===== src/rtl/mem_stage_ctrl.sv =====
// mem_stage_ctrl
//   MEM-stage memory controller. Accepts one load/store per request, optionally
//   fetching a pointer first (LDI/STI), drives the data-cache handshake and
//   stalls the pipeline until the access completes.
//
// Ports
//   clk, reset        rising-edge clock, asynchronous active-high reset
//   valid             MEM-stage instruction valid
//   mem_read/write    control-word access request (write wins if both set)
//   indirect          fetch pointer at addr first, then access the pointer
//   mem_byte_enable   control-word byte enables
//   addr, wdata       effective address and store data from EX
//   dmem_resp/rdata   data-cache completion and read data
//   dmem_read/write   data-cache strobes (never both high)
//   dmem_address      data-cache address
//   dmem_byte_enable  data-cache byte enables
//   dmem_wdata        data-cache write data
//   stall             hold pipeline registers while an access is outstanding
//   rdata             final load data to WB, held until the next load completes
//   done              one-cycle completion pulse
module mem_stage_ctrl #(
  parameter int unsigned WIDTH = 16
) (
  input  logic             clk,
  input  logic             reset,
  input  logic             valid,
  input  logic             mem_read,
  input  logic             mem_write,
  input  logic             indirect,
  input  logic [1:0]       mem_byte_enable,
  input  logic [WIDTH-1:0] addr,
  input  logic [WIDTH-1:0] wdata,
  input  logic             dmem_resp,
  input  logic [WIDTH-1:0] dmem_rdata,
  output logic             dmem_read,
  output logic             dmem_write,
  output logic [WIDTH-1:0] dmem_address,
  output logic [1:0]       dmem_byte_enable,
  output logic [WIDTH-1:0] dmem_wdata,
  output logic             stall,
  output logic [WIDTH-1:0] rdata,
  output logic             done
);

  typedef enum logic [1:0] {
    StIdle,
    StInd,
    StAccess,
    StDone
  } state_e;

  state_e           r_state;
  state_e           w_state_d;
  logic [WIDTH-1:0] r_addr;
  logic [WIDTH-1:0] r_wdata;
  logic [1:0]       r_be;
  logic             r_rd;
  logic             r_wr;
  logic [WIDTH-1:0] r_rdata;
  logic             w_req;
  logic             w_capture;

  assign w_req     = valid & (mem_read | mem_write);
  assign w_capture = (r_state == StIdle) & w_req;

  // Next-state logic
  always_comb begin
    w_state_d = r_state;
    unique case (r_state)
      StIdle:   if (w_req) w_state_d = indirect ? StInd : StAccess;
      StInd:    if (dmem_resp) w_state_d = StAccess;
      StAccess: if (dmem_resp) w_state_d = StDone;
      StDone:   w_state_d = StIdle;
      default:  w_state_d = StIdle;
    endcase
  end

  always_ff @(posedge clk or posedge reset) begin
    if (reset) begin
      r_state <= StIdle;
    end else begin
      r_state <= w_state_d;
    end
  end

  // Operation capture; the pointer fetched in IND replaces the captured address.
  always_ff @(posedge clk or posedge reset) begin
    if (reset) begin
      r_addr  <= '0;
      r_wdata <= '0;
      r_be    <= '0;
      r_rd    <= 1'b0;
      r_wr    <= 1'b0;
    end else if (w_capture) begin
      r_addr  <= addr;
      r_wdata <= wdata;
      r_be    <= mem_byte_enable;
      // Read+write together degrades to a write only.
      r_rd    <= mem_read & ~mem_write;
      r_wr    <= mem_write;
    end else if ((r_state == StInd) && dmem_resp) begin
      r_addr <= dmem_rdata;
    end
  end

  always_ff @(posedge clk or posedge reset) begin
    if (reset) begin
      r_rdata <= '0;
    end else if ((r_state == StAccess) && dmem_resp && r_rd) begin
      r_rdata <= dmem_rdata;
    end
  end

  // Outputs
  always_comb begin
    dmem_read        = 1'b0;
    dmem_write       = 1'b0;
    dmem_address     = r_addr;
    dmem_byte_enable = r_be;
    dmem_wdata       = r_wdata;
    stall            = 1'b0;
    done             = 1'b0;
    unique case (r_state)
      StIdle: begin
        // Combinational so the pipeline freezes in the same cycle as the request.
        stall = w_req;
      end
      StInd: begin
        dmem_read        = 1'b1;
        dmem_byte_enable = 2'b11;
        stall            = 1'b1;
      end
      StAccess: begin
        dmem_write = r_wr;
        dmem_read  = r_rd & ~r_wr;
        stall      = 1'b1;
      end
      StDone: begin
        done = 1'b1;
      end
      default: begin
        stall = 1'b0;
      end
    endcase
  end

  assign rdata = r_rdata;

endmodule


===== config.mk =====
export PLATFORM = sky130hd
export DESIGN_NAME = mem_stage_ctrl
export DESIGN_NICKNAME = d
export VERILOG_FILES = /design/src/rtl/mem_stage_ctrl.sv
export SDC_FILE = /design/constraint.sdc
export NUM_CORES = 1
export LEC_CHECK = 0
export CELL_PAD_IN_SITES_DETAIL_PLACEMENT = 1
export CELL_PAD_IN_SITES_GLOBAL_PLACEMENT = 1
export CORE_AREA = 2 2 88 90
export DETAILED_ROUTE_END_ITERATION = 6
export DIE_AREA = 0 0 90 92
export GPL_ROUTABILITY_DRIVEN = 0
export GPL_TIMING_DRIVEN = 0
export HOLD_SLACK_MARGIN = 0.02
export PLACE_DENSITY_LB_ADDON = 0.12
export SLEW_MARGIN = 0
export SYNTH_ARGS = -nofsm -noshare
export SYNTH_HDL_FRONTEND = slang
export SYNTH_SLANG_ARGS = --single-unit

===== constraint.sdc =====
create_clock -name clk -period 3.45 [get_ports clk]
set_input_delay 0.69 -clock clk [delete_from_list [all_inputs] [get_ports clk]]
set_output_delay 0.69 -clock clk [all_outputs]
set_load 0.05 [all_outputs]

==> impl_metrics.csv <==
group,metric,value,unit
sta,period_needed,3.00,ns
floorplan,io_pins,111,
clock_network,cts_setup_buffers,0,
logic_synthesis,syn-num-nets,237,
sta,finalMaxSlewViolations,0,
flow_run,cap_violations,0,
sta,fmax,0.333,GHz
sta,fin_crit_sh,0.870,
global_route,grt_usage,0.154,
critical_path,cp-start-kind,"input port",
detailed_routing,dr.pass1.iters,2,
global_route,grt_antenna_before_repair,0,
finish,nets,355,
clock_network,clock_sink_count,54,
finish,drive_above_1_share,0.188,
critical_path,crit_path_max_fanout,10,
run_status,outcome,"finished, final reports clean",
critical_path,worstSetupStartpoint,"mem_write",
global_route,grt_max_degree,36,
place,io_buffers,110,
detailed_routing,vias,1811,
critical_path,critical_path_class,"in2out",
global_route,grt-ovfl-total,0,
detailed_routing,vias_per_cell,4.58,
logic_synthesis,yosysTopAreaCell,"dfrtp_1",
logic_synthesis,synth.distinct_cells,20,
clock_network,clkLatencyLatePin,0.31,ns
clock_network,clk_path_buf_depth,2,
critical_path,required,2.76,ns
sta,slew-limit-headroom,0.641,
power_and_ir_drop,power,4.17,mW
detailed_routing,dr.first_iter.drc_count,33,
global_route,first_global_vias,2063,
clock_network,cts_buffers,5,
critical_path,worstRegToRegCells,6,
logic_synthesis,netlist_area,2340,um2
floorplan,coreArea,7450,um2
sta,clock-skew-final,0.00727,ns
logic_synthesis,avgSynthCellArea,13.4,um2
power_and_ir_drop,ir_drop,0.466,mV
sta,setup_violations,0,
clock_network,cts_tree,"yes",
logic_synthesis,yosys_warnings,0,
floorplan,die_h,92,um
detailed_routing,wl_per_cell,15.5,um
hold_path,min-delay-start,"dmem_wdata[2]$_DFFE_PP0P_",
detailed_routing,drc,0,
hold_path,whs_path_depth,1,
floorplan,core.rowCount,32,
logic_synthesis,ys_seq_area_frac,0.578,
sta,setup_tns,0,ns
clock_network,clk_pin_slew_worst_paths,0.09,ns
logic_synthesis,synth.ff_latch_count,54,
sta,rsz0062_at_grt,"false",
power_and_ir_drop,leakagePower,1.66,nW
global_route,grt_pass1_wl,10100,um
place,dp_hpwl,4700,um
floorplan,die_area,8280,um2
hold_path,min_path_type,"reg2reg",
critical_path,cp.arrival,2.31,ns
floorplan,die_w,90,um
logic_synthesis,ys_top_cells_by_area,"dfrtp_1 58%, mux2_2 17%, mux2i_1 8.1%, a21oi_1 3.6%, ha_1 3.2%",
power_and_ir_drop,power-per-cell-area,1130,nW/um2
logic_synthesis,yosysTopAreaCellShare,0.578,
critical_path,r2r_start,"r_state[1]$_DFFE_PP0P_",
critical_path,cpPeakStageDelay,0.50,ns
floorplan,start_util,0.314,
place,placed_cells,387,
finish,n_antenna_cell,0,
finish,area_delta_synth_final,58.0,%
critical_path,slowest_stage,"clkdlybuf4s50_1",
clock_network,holdBufCountCts,0,
detailed_routing,ant_nets,0,
sta,worstMarginPinSlew,0.537,ns
finish,post-route-util,0.496,
sta,holdWs,0.507,ns
critical_path,crit_chain,"clkdlybuf4s50_1, o211ai_4, buf_2, a21oi_1, dlymetal6s2s_1",
logic_synthesis,synthCells,174,
detailed_routing,wirelength,6140,um
critical_path,end_kind,"output port",
clock_network,cts-root-buf,"clkbuf_8",
clock_network,post_cts_resized,0,
sta,timing_hold_violations_final,0,
finish,fin_cells,395,
clock_network,h-tree-depth,2,
-- logic make-up (layout without fill, tap and decap cells) --
family                     after synthesis  in the layout  synth area share
AOI/OAI and AO/OA                       23             23            0.0583
muxes                                   54             54             0.250
DFF                                     54             54             0.578
adders and majority gates                6              6            0.0321
and+or+nand+nor                         25             25            0.0471
buffers and inverters                   12            131            0.0353
-- critical path: cells and delay by family --
family | cells | cell delay [ns]
buffers and inverters | 3 | 1.13
AOI/OAI and AO/OA | 2 | 0.49
-- final timing paths --
path / slack [ns] / end
max in group asynchronous: 2.21 / dmem_wdata[7]$_DFFE_PP0P_
hold reg to reg: 0.51 / dmem_wdata[2]$_DFFE_PP0P_
setup reg to reg: 1.74 / dmem_address[1]$_DFFE_PP0P_
min in group asynchronous: 0.69 / rdata[2]$_DFFE_PP0P_
hold / removal: 0.51 / dmem_wdata[2]$_DFFE_PP0P_
setup / recovery: 0.45 / stall
-- placed cells by master (no fill, tap or decap), drive strengths merged --
master / count
mux2: 35
or2: 2
nand2: 3
dlymetal6s2s: 1
clkdlybuf4s50: 109
bufinv: 1
a31oi: 1
a2bb2oi: 1
inv: 5
o211ai: 1
o21ai: 3
nand3: 1
mux2i: 19
buf: 7
and2: 1
a21oi: 17
ha: 6
dfrtp: 54
clkbuf: 8
nor2: 18
-- Yosys cell counts --
| cell | number |
|---|---|
| nand3_2 | 1 |
| a2bb2oi_1 | 1 |
| and2_1 | 1 |
| dfrtp_1 | 54 |
| mux2_2 | 35 |
| buf_2 | 1 |
| ha_1 | 6 |
| a21oi_1 | 17 |
| nand2_1 | 2 |
| clkbuf_8 | 1 |
| mux2i_1 | 19 |
| or2_2 | 2 |
| nand2_2 | 1 |
| inv_1 | 5 |
| buf_4 | 3 |
| nor2_1 | 18 |
| o211ai_4 | 1 |
| o21ai_0 | 3 |
| buf_6 | 2 |
| a31oi_1 | 1 |
-- power breakdown --
group / total, mW / switching [mW] / internal (mW)
clock: 0.421 / 0.204 / 0.218
combinational: 2.63 / 1.65 / 0.978
sequential: 1.12 / 0.162 / 0.955
total: 4.17 / 2.02 / 2.15
-- routing by layer --
layer  global-route usage  part of all wire  vias up  routed length [um]
met5                    0                 0        -                   0
met4               0.0385            0.0086        0                  53
met1                0.178              0.41      899                2500
met3               0.0583             0.080        6                 494
li1                     -                 -      835                   -
met2                0.269              0.50       71                3090
-- area by class of cell --
type | instances | area (um2)
clock inverter | 1 | 30.0
clock buffer | 7 | 76.3
fill | 806 | 3750
sequential | 54 | 1350
tap | 102 | 128
inverter | 5 | 18.8
multi-input combinational | 108 | 906
timing repair buffer | 111 | 1120
buffer | 7 | 63.8
-- through the flow --
step,setup WS [ns],area (um2)
2_1_floorplan,0.922,2340
3_3_place_gp,0.0168,3570
3_5_place_dp,0.00833,3590
4_1_cts,0.0117,3690
5_1_grt,0.361,3700
6_report,0.447,3700
-- flip-flops by register name, summed over array words and instances, names as in the netlist --
register and cells:
r_state 2, dmem_wdata 16, rdata 16, r_be 2
dmem_address 16, r_rd 1, r_wr 1
Power figures use the tool's default switching activity.
